==> src/rtl/crc_code_encoder.sv <==
// Bit-serial CRC-4 encoder (G(x) = x^4 + x + 1) producing a 12-bit codeword {data, crc}.
// Latency: 13 clocks from the accepting start edge to encoded_data/done; one word per 14 clocks.
// Backpressure: none queued; start is accepted only while busy=0, otherwise it is ignored.
//
// Ports:
//   clk, rst       - rising-edge clock, synchronous active-high reset
//   data_in, start - word to encode and its request strobe (sampled only when idle)
//   encoded_data   - registered codeword, held until the next completion
//   busy           - high while an encode is in progress
//   done           - one-cycle pulse when encoded_data updates
//   encoded_valid  - sticky flag: at least one encode has completed since reset
module crc_code_encoder (
    input  logic        clk,
    input  logic        rst,
    input  logic [7:0]  data_in,
    input  logic        start,
    output logic [11:0] encoded_data,
    output logic        busy,
    output logic        done,
    output logic        encoded_valid
);

    localparam logic [1:0] ST_IDLE  = 2'd0;
    localparam logic [1:0] ST_SHIFT = 2'd1;
    localparam logic [1:0] ST_DONE  = 2'd2;

    logic [1:0]  state_q, state_d;
    logic [7:0]  data_reg_q, data_reg_d;
    logic [11:0] shift_reg_q, shift_reg_d;
    logic [3:0]  lfsr_q, lfsr_d;
    logic [3:0]  cnt_q, cnt_d;
    logic [11:0] encoded_data_q, encoded_data_d;
    logic        done_q, done_d;
    logic        encoded_valid_q, encoded_valid_d;
    logic        in_bit;

    assign in_bit = shift_reg_q[11];

    always_comb begin
        state_d         = state_q;
        data_reg_d      = data_reg_q;
        shift_reg_d     = shift_reg_q;
        lfsr_d          = lfsr_q;
        cnt_d           = cnt_q;
        encoded_data_d  = encoded_data_q;
        done_d          = 1'b0;
        encoded_valid_d = encoded_valid_q;

        case (state_q)
            ST_IDLE: begin
                if (start) begin
                    data_reg_d  = data_in;
                    // Four trailing zeros make the final remainder M(x)*x^4 mod G(x).
                    shift_reg_d = {data_in, 4'b0000};
                    lfsr_d      = 4'h0;
                    cnt_d       = 4'd0;
                    state_d     = ST_SHIFT;
                end
            end
            ST_SHIFT: begin
                // Galois LFSR step: feedback lfsr[3] taps x^1 and x^0 of G(x).
                lfsr_d      = {lfsr_q[2:1], lfsr_q[3] ^ lfsr_q[0], lfsr_q[3] ^ in_bit};
                shift_reg_d = {shift_reg_q[10:0], 1'b0};
                cnt_d       = cnt_q + 4'd1;
                if (cnt_q == 4'd11) begin
                    state_d = ST_DONE;
                end
            end
            ST_DONE: begin
                encoded_data_d  = {data_reg_q, lfsr_q};
                done_d          = 1'b1;
                encoded_valid_d = 1'b1;
                state_d         = ST_IDLE;
            end
            default: begin
                state_d = ST_IDLE;
            end
        endcase
    end

    always_ff @(posedge clk) begin
        if (rst) begin
            state_q         <= ST_IDLE;
            data_reg_q      <= 8'h00;
            shift_reg_q     <= 12'h000;
            lfsr_q          <= 4'h0;
            cnt_q           <= 4'd0;
            encoded_data_q  <= 12'h000;
            done_q          <= 1'b0;
            encoded_valid_q <= 1'b0;
        end else begin
            state_q         <= state_d;
            data_reg_q      <= data_reg_d;
            shift_reg_q     <= shift_reg_d;
            lfsr_q          <= lfsr_d;
            cnt_q           <= cnt_d;
            encoded_data_q  <= encoded_data_d;
            done_q          <= done_d;
            encoded_valid_q <= encoded_valid_d;
        end
    end

    assign encoded_data  = encoded_data_q;
    assign busy          = (state_q != ST_IDLE);
    assign done          = done_q;
    assign encoded_valid = encoded_valid_q;

endmodule

==> config.mk <==
export PLATFORM = sky130hd
export DESIGN_NAME = crc_code_encoder
export DESIGN_NICKNAME = d
export VERILOG_FILES = /design/src/rtl/crc_code_encoder.sv
export SDC_FILE = /design/constraint.sdc
export NUM_CORES = 1
export LEC_CHECK = 0
export ABC_AREA = 1
export BUFFER_PORTS_ARGS = -buffer_cell sky130_fd_sc_hd__buf_2
export CAP_MARGIN = 20
export CORE_MARGIN = 1
export CORE_UTILIZATION = 49
export DETAILED_ROUTE_END_ITERATION = 12
export PLACE_DENSITY = 0.74
export SYNTH_ARGS = -nofsm -noshare
export SYNTH_HDL_FRONTEND = slang
export SYNTH_SLANG_ARGS = --single-unit
==> constraint.sdc <==
create_clock -name clk -period 1.2 [get_ports clk]
set_clock_uncertainty 0.15 [all_clocks]
set_input_delay 0.06 -clock clk [delete_from_list [all_inputs] [get_ports clk]]
set_output_delay 0.06 -clock clk [all_outputs]
set_load 0.02 [all_outputs]
# Word-level counts from Yosys, hierarchy flattened
# Cells that the tools add are included.
dict set report word_totals {
  input_bits 11
  register_bits 44
  out_inout_bits 15
  wordCells 31
}
dict set report classes {
  n_bitwise 2
  n_eq_ne 5
  add_sub_neg 1
  mux 9
  n_reduce_logical 6
}
# operator n
set ops {}
lappend ops {{$pmux W12 S2} 1}
lappend ops {{$pmux W4 S2} 2}
lappend ops {{$mux W12} 1}
lappend ops {{$reduce_and A2 Y1} 3}
lappend ops {{$add A4 B1 Y4 const B} 1}
lappend ops {{$eq A4 B4 Y1 const B} 1}
lappend ops {{$mux W2} 2}
lappend ops {{$mux W4} 1}
lappend ops {{$ne A2 B2 Y1 const B} 2}
lappend ops {{$pmux W2 S2} 1}
lappend ops {{$reduce_bool A2 Y1} 2}
lappend ops {{$eq A2 B1 Y1 const B} 1}
lappend ops {{$eq A2 B2 Y1 const B} 1}
lappend ops {{$logic_not A2 Y1} 1}
lappend ops {{$xor A1 B1 Y1} 2}
lappend ops {{$mux W1} 1}

# Logic depth before layout (Yosys ltp)
# Gate-level depths: netlist of run 1.
dict set report logic_depth {
  ltp_word 3
  depth_mapped 7
  mapped_depth_nobuf 6
}

# Worst setup path after synthesis of run 1
# OpenSTA, ideal clock, no wires.
dict set report synth_path {
  path_type {reg-to-reg}
  from {register state_q[1]}
  to {register data_reg_q[1]}
  arrival_time_ps 981
  setup_time_ps 132
  slack_ps -63
  stages_incl_launch_ff 6
  path_cell_list {dfxtp_1 nor2_2 nand2_1 buf_2 nand2_1 a21oi_1}
}
dict set report synth_via {
  elab_chain_cells 2
}
# item line
set synth_lines {}
lappend synth_lines {{start, declared} 27} ;# logic [1:0] state_q, state_d;
lappend synth_lines {{start signal, assigned} 92} ;# state_q <= state_d;
lappend synth_lines {{$logic_not A2 Y1} 49} ;# case (state_q)
lappend synth_lines {{$reduce_and A2 Y1 (no source line)} -}
lappend synth_lines {{end signal, assigned} 93} ;# data_reg_q <= data_reg_d;
lappend synth_lines {{end, declared} 28} ;# logic [7:0] data_reg_q, data_reg_d;
# Every way passes these cells.
# A chain may end at the register's enable or synchronous reset.

# Final worst setup path of run 1
dict set report layout_path {
  from {register state_q[1]}
  to {output busy}
}
dict set report layout_via {
  elab_chain_cells 1
}
# item line
set layout_lines {}
lappend layout_lines {{$reduce_bool A2 Y1} 104} ;# assign busy = (state_q != ST_IDLE);
lappend layout_lines {{end, declared} 18} ;# output logic busy,
# Every way passes these cells.

==> impl_metrics.xml, run 1 <==
<?xml version="1.0" encoding="UTF-8"?>
<metrics>
  <group name="cts">
    <metric name="cts_inserted_buffers" unit="">5</metric>
    <metric name="clock_tree.buffer_depth" unit="">2</metric>
    <metric name="tritoncts" unit="">built</metric>
    <metric name="cts.root.buffer_cell" unit="">clkbuf_4</metric>
    <metric name="clk_pin_slew_worst_paths" unit="ps">120</metric>
    <metric name="clock_sinks" unit="">40</metric>
    <metric name="depth_of_the_cts_h_tree" unit="">2</metric>
    <metric name="clock_latency" unit="ps">350</metric>
  </group>
  <group name="logic_synthesis">
    <metric name="synth.cell_area" unit="um^2">1540</metric>
    <metric name="syn-instance-count" unit="">208</metric>
    <metric name="synth_seq_cells" unit="">40</metric>
    <metric name="syn_avg_cell_area" unit="um^2">7.41</metric>
    <metric name="syn-num-nets" unit="">220</metric>
    <metric name="synthDistinctLibCells" unit="">20</metric>
    <metric name="ys.warnings.count" unit="">0</metric>
    <metric name="seq_area_frac_synth" unit="%">51.9</metric>
  </group>
  <group name="timing">
    <metric name="worst-slew-pin-transition" unit="ps">398</metric>
    <metric name="timing_hold_violations_final" unit="">0</metric>
    <metric name="report.final.slew_viol_count" unit="">0</metric>
    <metric name="relative_max_transition_margin" unit="%">73.4</metric>
    <metric name="finalHoldWorstSlack" unit="ps">332</metric>
    <metric name="fmaxAchievable" unit="MHz">736</metric>
    <metric name="timing.final.setup_violations" unit="">39</metric>
    <metric name="tns_setup" unit="ps">-3640</metric>
    <metric name="postLayoutSetupSlackWorst" unit="ps">-159</metric>
    <metric name="fin_crit_share" unit="%">113</metric>
    <metric name="setup_repair_after_global_routing_missed_its_margin" unit="">yes</metric>
    <metric name="finalWorstPathRequiredPeriod" unit="ps">1360</metric>
  </group>
  <group name="layout">
    <metric name="post_layout_nonfiller_instances" unit="">306</metric>
    <metric name="areaGrowthSynthToFinish" unit="%">54.5</metric>
    <metric name="layout.cells.most_common_list" unit="">nor2_1, dfxtp_1, nand2_1</metric>
    <metric name="layout_nets" unit="">276</metric>
    <metric name="num_antenna_cells" unit="">0</metric>
    <metric name="post_route_cells_drive_above_1_share" unit="%">44.3</metric>
  </group>
  <group name="power_and_ir_drop">
    <metric name="netSwitchingPower" unit="uW">699</metric>
    <metric name="power.share.combinational" unit="%">14.5</metric>
    <metric name="power.ir.vdd_worst" unit="mV">1.17</metric>
    <metric name="total_power" unit="mW">2.90</metric>
    <metric name="cell_internal_power" unit="mW">2.20</metric>
    <metric name="clock_share_of_power" unit="%">37.1</metric>
    <metric name="p_leak" unit="nW">1.11</metric>
    <metric name="powerDensity" unit="nW/um^2">1220</metric>
    <metric name="switching_part_of_the_total" unit="%">24.1</metric>
    <metric name="power.sequential.fraction" unit="%">48.4</metric>
  </group>
  <group name="critical_path">
    <metric name="critPathRequiredTime" unit="ps">990</metric>
    <metric name="worst-endpoint-arrival" unit="ps">1150</metric>
    <metric name="rr_startpoint" unit="">state_q[0]</metric>
    <metric name="critical_path_peak_fanout" unit="">3</metric>
    <metric name="r2r_end" unit="">cnt_q[1]</metric>
    <metric name="worst-r2r-cell-count" unit="">6</metric>
    <metric name="regToRegSetupSlack" unit="ps">-160</metric>
    <metric name="critPathCaptureType" unit="">primary output</metric>
    <metric name="timing.critical_path.from_type" unit="">register</metric>
    <metric name="critical_setup_path_class" unit="">register to primary output</metric>
  </group>
  <group name="drt">
    <metric name="route.vias.total" unit="">1582</metric>
    <metric name="dr.first_iter.drc_count" unit="">70</metric>
    <metric name="detail_route.first_pass.iterations" unit="">4</metric>
    <metric name="routed_via_density" unit="">5.17</metric>
    <metric name="post_drt_wl_per_cell" unit="um">14.9</metric>
    <metric name="drcViolationCount" unit="">0</metric>
    <metric name="postRouteWirelength" unit="um">4560</metric>
    <metric name="route.antenna.remaining_nets" unit="">0</metric>
  </group>
  <group name="hold_path">
    <metric name="hp-class" unit="">register to register</metric>
    <metric name="timing.hold.worst_path_depth" unit="">2</metric>
    <metric name="min_delay_worst_endpoint" unit="">data_reg_q[7]</metric>
    <metric name="min_from" unit="">data_reg_q[7]</metric>
  </group>
  <group name="global_route">
    <metric name="grt_max_degree" unit="">27</metric>
    <metric name="number_of_global_route_vias_before_repair" unit="">1372</metric>
    <metric name="overflow" unit="">0</metric>
    <metric name="initial_antenna_violation_count" unit="">0</metric>
    <metric name="grt_pass1_wl" unit="um">6220</metric>
    <metric name="global_route.usage.total" unit="%">24.8</metric>
  </group>
  <group name="placement">
    <metric name="number_of_buffers_added_on_ports" unit="">25</metric>
    <metric name="dp_hpwl" unit="um">2060</metric>
    <metric name="detailedPlace.worstSlack" unit="ps">-135</metric>
    <metric name="gp_congestion" unit="">0.784</metric>
    <metric name="numPlacedInstances" unit="">277</metric>
  </group>
  <group name="floorplan">
    <metric name="floorplan.core_area" unit="um^2">2880</metric>
    <metric name="number_of_placement_rows" unit="">19</metric>
    <metric name="area_of_the_die" unit="um^2">3370</metric>
    <metric name="initial_utilization" unit="%">53.6</metric>
    <metric name="die_w" unit="um">58.1</metric>
    <metric name="number_of_placed_i_o_pins" unit="">26</metric>
    <metric name="fp.dieH" unit="um">58.1</metric>
  </group>
  <group name="outcome">
    <metric name="run_status" unit="">finished, violations left</metric>
    <metric name="failed_checks" unit="">negative setup slack</metric>
  </group>
  <group name="flow_run">
    <metric name="maxCapViolations" unit="">0</metric>
  </group>
</metrics>
-- worst max-delay path by stage --
| stage | from | to | slack [ps] | depth (start not counted) |
|---|---|---|---|---|
| global route | state_q[0] | encoded_data[4] | -230 | 5 |
| detailed placement | state_q[0] | shift_reg_q[5] | -130 | 5 |
| finish | state_q[1] | busy | -160 | 4 |
| global placement | state_q[0] | shift_reg_q[7] | -110 | 5 |
| floorplan | state_q[1] | encoded_data[10] | 1 | 6 |
| CTS | state_q[0] | busy | -130 | 4 |
-- cells by family after synthesis --
logic type,after synthesis,share of synthesized area [%]
flops,40,51.9
xor+xnor,1,0.568
fa+ha+maj,1,0.812
compound gates,32,10.6
simple gates,108,28.7
buf+inv,26,7.39
-- stage by stage --
| stage | area [um^2] | utilization, % |
|---|---|---|
| 2_1_floorplan | 1550 | - |
| 3_3_place_gp | 1760 | 61.3 |
| 3_5_place_dp | 1760 | 61.3 |
| 4_1_cts | 2150 | 74.7 |
| 5_1_grt | 2380 | 82.8 |
| 6_report | 2380 | 82.8 |
-- flip-flops by register name (all words and copies together) (netlist names) --
name,count
cnt_q,4
data_reg_q,8
done,1
encoded_data,12
encoded_valid,1
lfsr_q,4
shift_reg_q,8
state_q,2
-- cell usage after synthesis (all sizes together) --
master	count	area [um^2]
a21oi	19	95.1
buf	7	42.5
clkbuf	3	11.3
dfxtp	40	801
ha	1	12.5
inv	16	60.1
nand2	51	191
nand3	12	60.1
nor2	43	179
nor3	1	5.00
nor4	1	6.26
o21ai	13	68.8
xor2	1	8.76
-- area by class of cell --
| class | count | area [um^2] |
|---|---|---|
| multi-input cells | 142 | 861 |
| flip-flops and latches | 40 | 810 |
| fillers | 166 | 495 |
| repair buffers | 59 | 493 |
| inverters | 16 | 67.6 |
| clock inverters | 2 | 60.1 |
| well taps | 42 | 52.6 |
| clock buffers | 5 | 37.5 |
-- worst max-delay path, stage by stage, from the launching register on --
cell and delay, ps:
dfxtp_4 380, nor2_4 130, buf_6 120, inv_2 30, buf_6 120
-- what timing repair did --
action | 4_1_cts | 5_1_grt
gates cloned | 1 | 0
pin swaps | 14 | 13
setup endpoints to repair | 28 | 41
hold endpoints to repair | 18 | 0
setup buffers | 7 | 4
hold buffers | 10 | 0
gates resized for setup | 32 | 59
-- metal layers --
layer	track usage [%]	share of wire (%)	vias up
li1	-	-	767
met1	31.3	43	751
met2	39.9	50	53
met3	7.37	4.9	11
met4	9.18	2.0	0
met5	0	0	-
-- power groups by stage --
stage	registers (mW)	logic [mW]	clock network [mW]
6_report	1.40	0.421	1.08
3_3_place_gp	1.42	0.207	0
5_1_grt	1.41	0.444	1.15
4_1_cts	1.39	0.320	1.08
2_1_floorplan	1.42	0.141	0
3_5_place_dp	1.43	0.208	0
Power figures use the tool's default switching activity.
==> run 2: changes to the inputs <==
--- a/config.mk
+++ b/config.mk
@@ -9,9 +9,10 @@
 export BUFFER_PORTS_ARGS = -buffer_cell sky130_fd_sc_hd__buf_2
 export CAP_MARGIN = 20
 export CORE_MARGIN = 1
-export CORE_UTILIZATION = 49
+export CORE_UTILIZATION = 51
+export CTS_BUF_LIST = sky130_fd_sc_hd__clkbuf_4
 export DETAILED_ROUTE_END_ITERATION = 12
-export PLACE_DENSITY = 0.74
+export PLACE_DENSITY = 0.76
 export SYNTH_ARGS = -nofsm -noshare
 export SYNTH_HDL_FRONTEND = slang
 export SYNTH_SLANG_ARGS = --single-unit
==> run 2 against run 1 <==
  * The flow finishes with violations (design-rule violations, negative setup slack)
  * Flip-flop and latch count did not move
  * Worst setup slack improved by 43 ps
  * Cell count fell by 5.2%
  * Critical path depth did not move
==> impl_metrics.xml, run 2 (synthesis results as in run 1) <==
<?xml version="1.0" encoding="UTF-8"?>
<metrics>
  <group name="critical_path">
    <metric name="timing.critical_path.from_type" unit="">register</metric>
    <metric name="rr_startpoint" unit="">state_q[0]</metric>
    <metric name="critical-path-slowest-cell" unit="">dfxtp_4</metric>
    <metric name="worst-endpoint-arrival" unit="ps">1110</metric>
    <metric name="crit_family" unit="">flip-flops</metric>
    <metric name="worst-r2r-cell-count" unit="">8</metric>
    <metric name="critPathCaptureType" unit="">primary output</metric>
    <metric name="critPathMaxStageDelay" unit="ps">380</metric>
    <metric name="crit_chain" unit="">nor2_4, buf_12, inv_4, buf_6</metric>
    <metric name="regToRegSetupSlack" unit="ps">-120</metric>
    <metric name="critPathBufInv" unit="">3</metric>
    <metric name="critPathRequiredTime" unit="ps">990</metric>
    <metric name="critical_path_peak_fanout" unit="">3</metric>
    <metric name="critical_setup_path_class" unit="">register to primary output</metric>
    <metric name="r2r_end" unit="">shift_reg_q[11]</metric>
  </group>
  <group name="cts">
    <metric name="depth_of_the_cts_h_tree" unit="">2</metric>
    <metric name="clock_sinks" unit="">40</metric>
    <metric name="clk_pin_slew_worst_paths" unit="ps">120</metric>
    <metric name="cts.root.buffer_cell" unit="">clkbuf_4</metric>
    <metric name="clock_tree.buffer_depth" unit="">2</metric>
    <metric name="cts_inserted_buffers" unit="">5</metric>
    <metric name="tritoncts" unit="">built</metric>
    <metric name="clock_latency" unit="ps">340</metric>
  </group>
  <group name="floorplan">
    <metric name="floorplan.core_area" unit="um^2">2810</metric>
    <metric name="fp.dieH" unit="um">57.0</metric>
    <metric name="number_of_placement_rows" unit="">19</metric>
    <metric name="area_of_the_die" unit="um^2">3250</metric>
    <metric name="initial_utilization" unit="%">55.0</metric>
    <metric name="number_of_placed_i_o_pins" unit="">26</metric>
    <metric name="die_w" unit="um">57.0</metric>
  </group>
  <group name="timing">
    <metric name="worst-slew-pin-transition" unit="ps">388</metric>
    <metric name="finalWorstPathRequiredPeriod" unit="ps">1320</metric>
    <metric name="timing_hold_violations_final" unit="">0</metric>
    <metric name="relative_max_transition_margin" unit="%">74.1</metric>
    <metric name="timing.final.setup_violations" unit="">29</metric>
    <metric name="tns_setup" unit="ps">-1680</metric>
    <metric name="setup_repair_after_global_routing_missed_its_margin" unit="">yes</metric>
    <metric name="fin_crit_share" unit="%">110</metric>
    <metric name="report.final.slew_viol_count" unit="">0</metric>
    <metric name="postLayoutSetupSlackWorst" unit="ps">-116</metric>
    <metric name="fmaxAchievable" unit="MHz">760</metric>
  </group>
  <group name="global_route">
    <metric name="top_usage_layer_grt" unit="">met2</metric>
    <metric name="number_of_global_route_vias_before_repair" unit="">1293</metric>
    <metric name="grt_max_degree" unit="">27</metric>
    <metric name="global_route.usage.total" unit="%">22.8</metric>
    <metric name="globalRouteMet2Util" unit="%">38.2</metric>
    <metric name="globalRouteMet3Util" unit="%">4.76</metric>
    <metric name="initial_antenna_violation_count" unit="">0</metric>
    <metric name="grt_pass1_wl" unit="um">5690</metric>
    <metric name="overflow" unit="">0</metric>
    <metric name="global_route.usage.met1" unit="%">29.3</metric>
  </group>
  <group name="power_and_ir_drop">
    <metric name="power.ir.vdd_worst" unit="mV">0.911</metric>
    <metric name="total_power" unit="mW">2.71</metric>
    <metric name="p_leak" unit="nW">1.08</metric>
    <metric name="powerDensity" unit="nW/um^2">1170</metric>
  </group>
  <group name="layout">
    <metric name="layout.cells.most_common_list" unit="">nor2_1, dfxtp_1, nand2_1</metric>
    <metric name="largest_reg_flops" unit="">12</metric>
    <metric name="areaGrowthSynthToFinish" unit="%">50.5</metric>
    <metric name="mostFrequentLayoutCell" unit="">nor2_1</metric>
    <metric name="layout_nets" unit="">270</metric>
    <metric name="num_antenna_cells" unit="">0</metric>
    <metric name="final_cell_area" unit="um^2">2320</metric>
    <metric name="fillcell_total" unit="">170</metric>
    <metric name="post_route_cells_drive_above_1_share" unit="%">43.2</metric>
    <metric name="post_layout_nonfiller_instances" unit="">290</metric>
  </group>
  <group name="drt">
    <metric name="dr.first_iter.drc_count" unit="">105</metric>
    <metric name="route.antenna.remaining_nets" unit="">0</metric>
    <metric name="routed_via_density" unit="">5.45</metric>
    <metric name="drcViolationCount" unit="">4</metric>
    <metric name="postRouteWirelength" unit="um">4370</metric>
    <metric name="route.vias.total" unit="">1581</metric>
    <metric name="post_drt_wl_per_cell" unit="um">15.1</metric>
    <metric name="detail_route.first_pass.iterations" unit="">8</metric>
  </group>
  <group name="hold_path">
    <metric name="min_from" unit="">rst</metric>
    <metric name="timing.hold.worst_path_depth" unit="">4</metric>
    <metric name="hp-class" unit="">input pin to register</metric>
    <metric name="min_delay_worst_endpoint" unit="">encoded_data[3]</metric>
  </group>
  <group name="outcome">
    <metric name="failed_checks" unit="">design-rule violations, negative setup slack</metric>
    <metric name="run_status" unit="">finished, violations left</metric>
  </group>
  <group name="placement">
    <metric name="dp_hpwl" unit="um">2060</metric>
    <metric name="numPlacedInstances" unit="">263</metric>
    <metric name="detailedPlace.worstSlack" unit="ps">-146</metric>
    <metric name="detailed_place.area" unit="um^2">1740</metric>
    <metric name="number_of_buffers_added_on_ports" unit="">25</metric>
    <metric name="gp_congestion" unit="">0.828</metric>
  </group>
  <group name="flow_run">
    <metric name="maxCapViolations" unit="">0</metric>
  </group>
</metrics>
## run 2: cell types whose count changed in the layout (fill, tap and decap cells not counted), sizes merged
cell,before,now
buf,48,43
bufinv,2,1
clkbuf,6,7
clkinv,0,1
dlygate4sd3,10,9
## run 2: worst max path at each step
stage	start	slack [ps]	endpoint	depth (start not counted)
2_1_floorplan	state_q[1]	1	encoded_data[10]	6
3_3_place_gp	state_q[0]	-100	shift_reg_q[11]	5
3_5_place_dp	state_q[0]	-150	shift_reg_q[6]	5
4_1_cts	state_q[0]	-110	busy	4
5_1_grt	state_q[0]	-210	shift_reg_q[9]	8
6_report	state_q[1]	-120	busy	4
## run 2: stage by stage
| step | utilization, % | hold slack (ps) |
|---|---|---|
| finish | 82.7 | 21.6 |
| global route | 82.7 | 70.9 |
| CTS | 70.7 | 5.86 |
| detailed placement | 62.0 | 225 |
| global placement | 62.0 | 226 |
| floorplan | - | 97.8 |
## run 2: routing by layer
metal	part of all wire, %	up-vias
met5	0	-
met4	2.5	0
met3	4.3	14
met2	49	55
met1	44	754
li1	-	758
## run 2: cell type report
| type | count | area (um^2) | area share (%) |
|---|---|---|---|
| multi-input combinational | 142 | 876 | 37.8 |
| sequential | 40 | 816 | 35.2 |
| timing repair buffer | 53 | 442 | 19.0 |
| inverter | 16 | 67.6 | 2.91 |
| clock buffer | 6 | 45.0 | 1.94 |
| tap | 31 | 38.8 | 1.67 |
| clock inverter | 2 | 35.0 | 1.51 |
## run 2: tightest hold or removal path: cells and delay by family
| kind | cells | cell delay (ps) |
|---|---|---|
| buf+inv | 2 | 260 |
| compound gates | 2 | 150 |
## run 2: report_power, final
part           switching, mW  internal [mW]  total [mW]
logic                  0.221          0.195       0.415
registers             0.0333           1.36        1.40
clock network          0.435          0.460       0.895
## run 2: timing repair
action | CTS | global route
setup buffers | 3 | 4
setup endpoints to repair | 28 | 41
resized for setup | 15 | 71
endpoints found under the hold margin | 16 | 1
gates cloned | 2 | 1
hold buffers | 8 | 1
pin swaps | 8 | 30
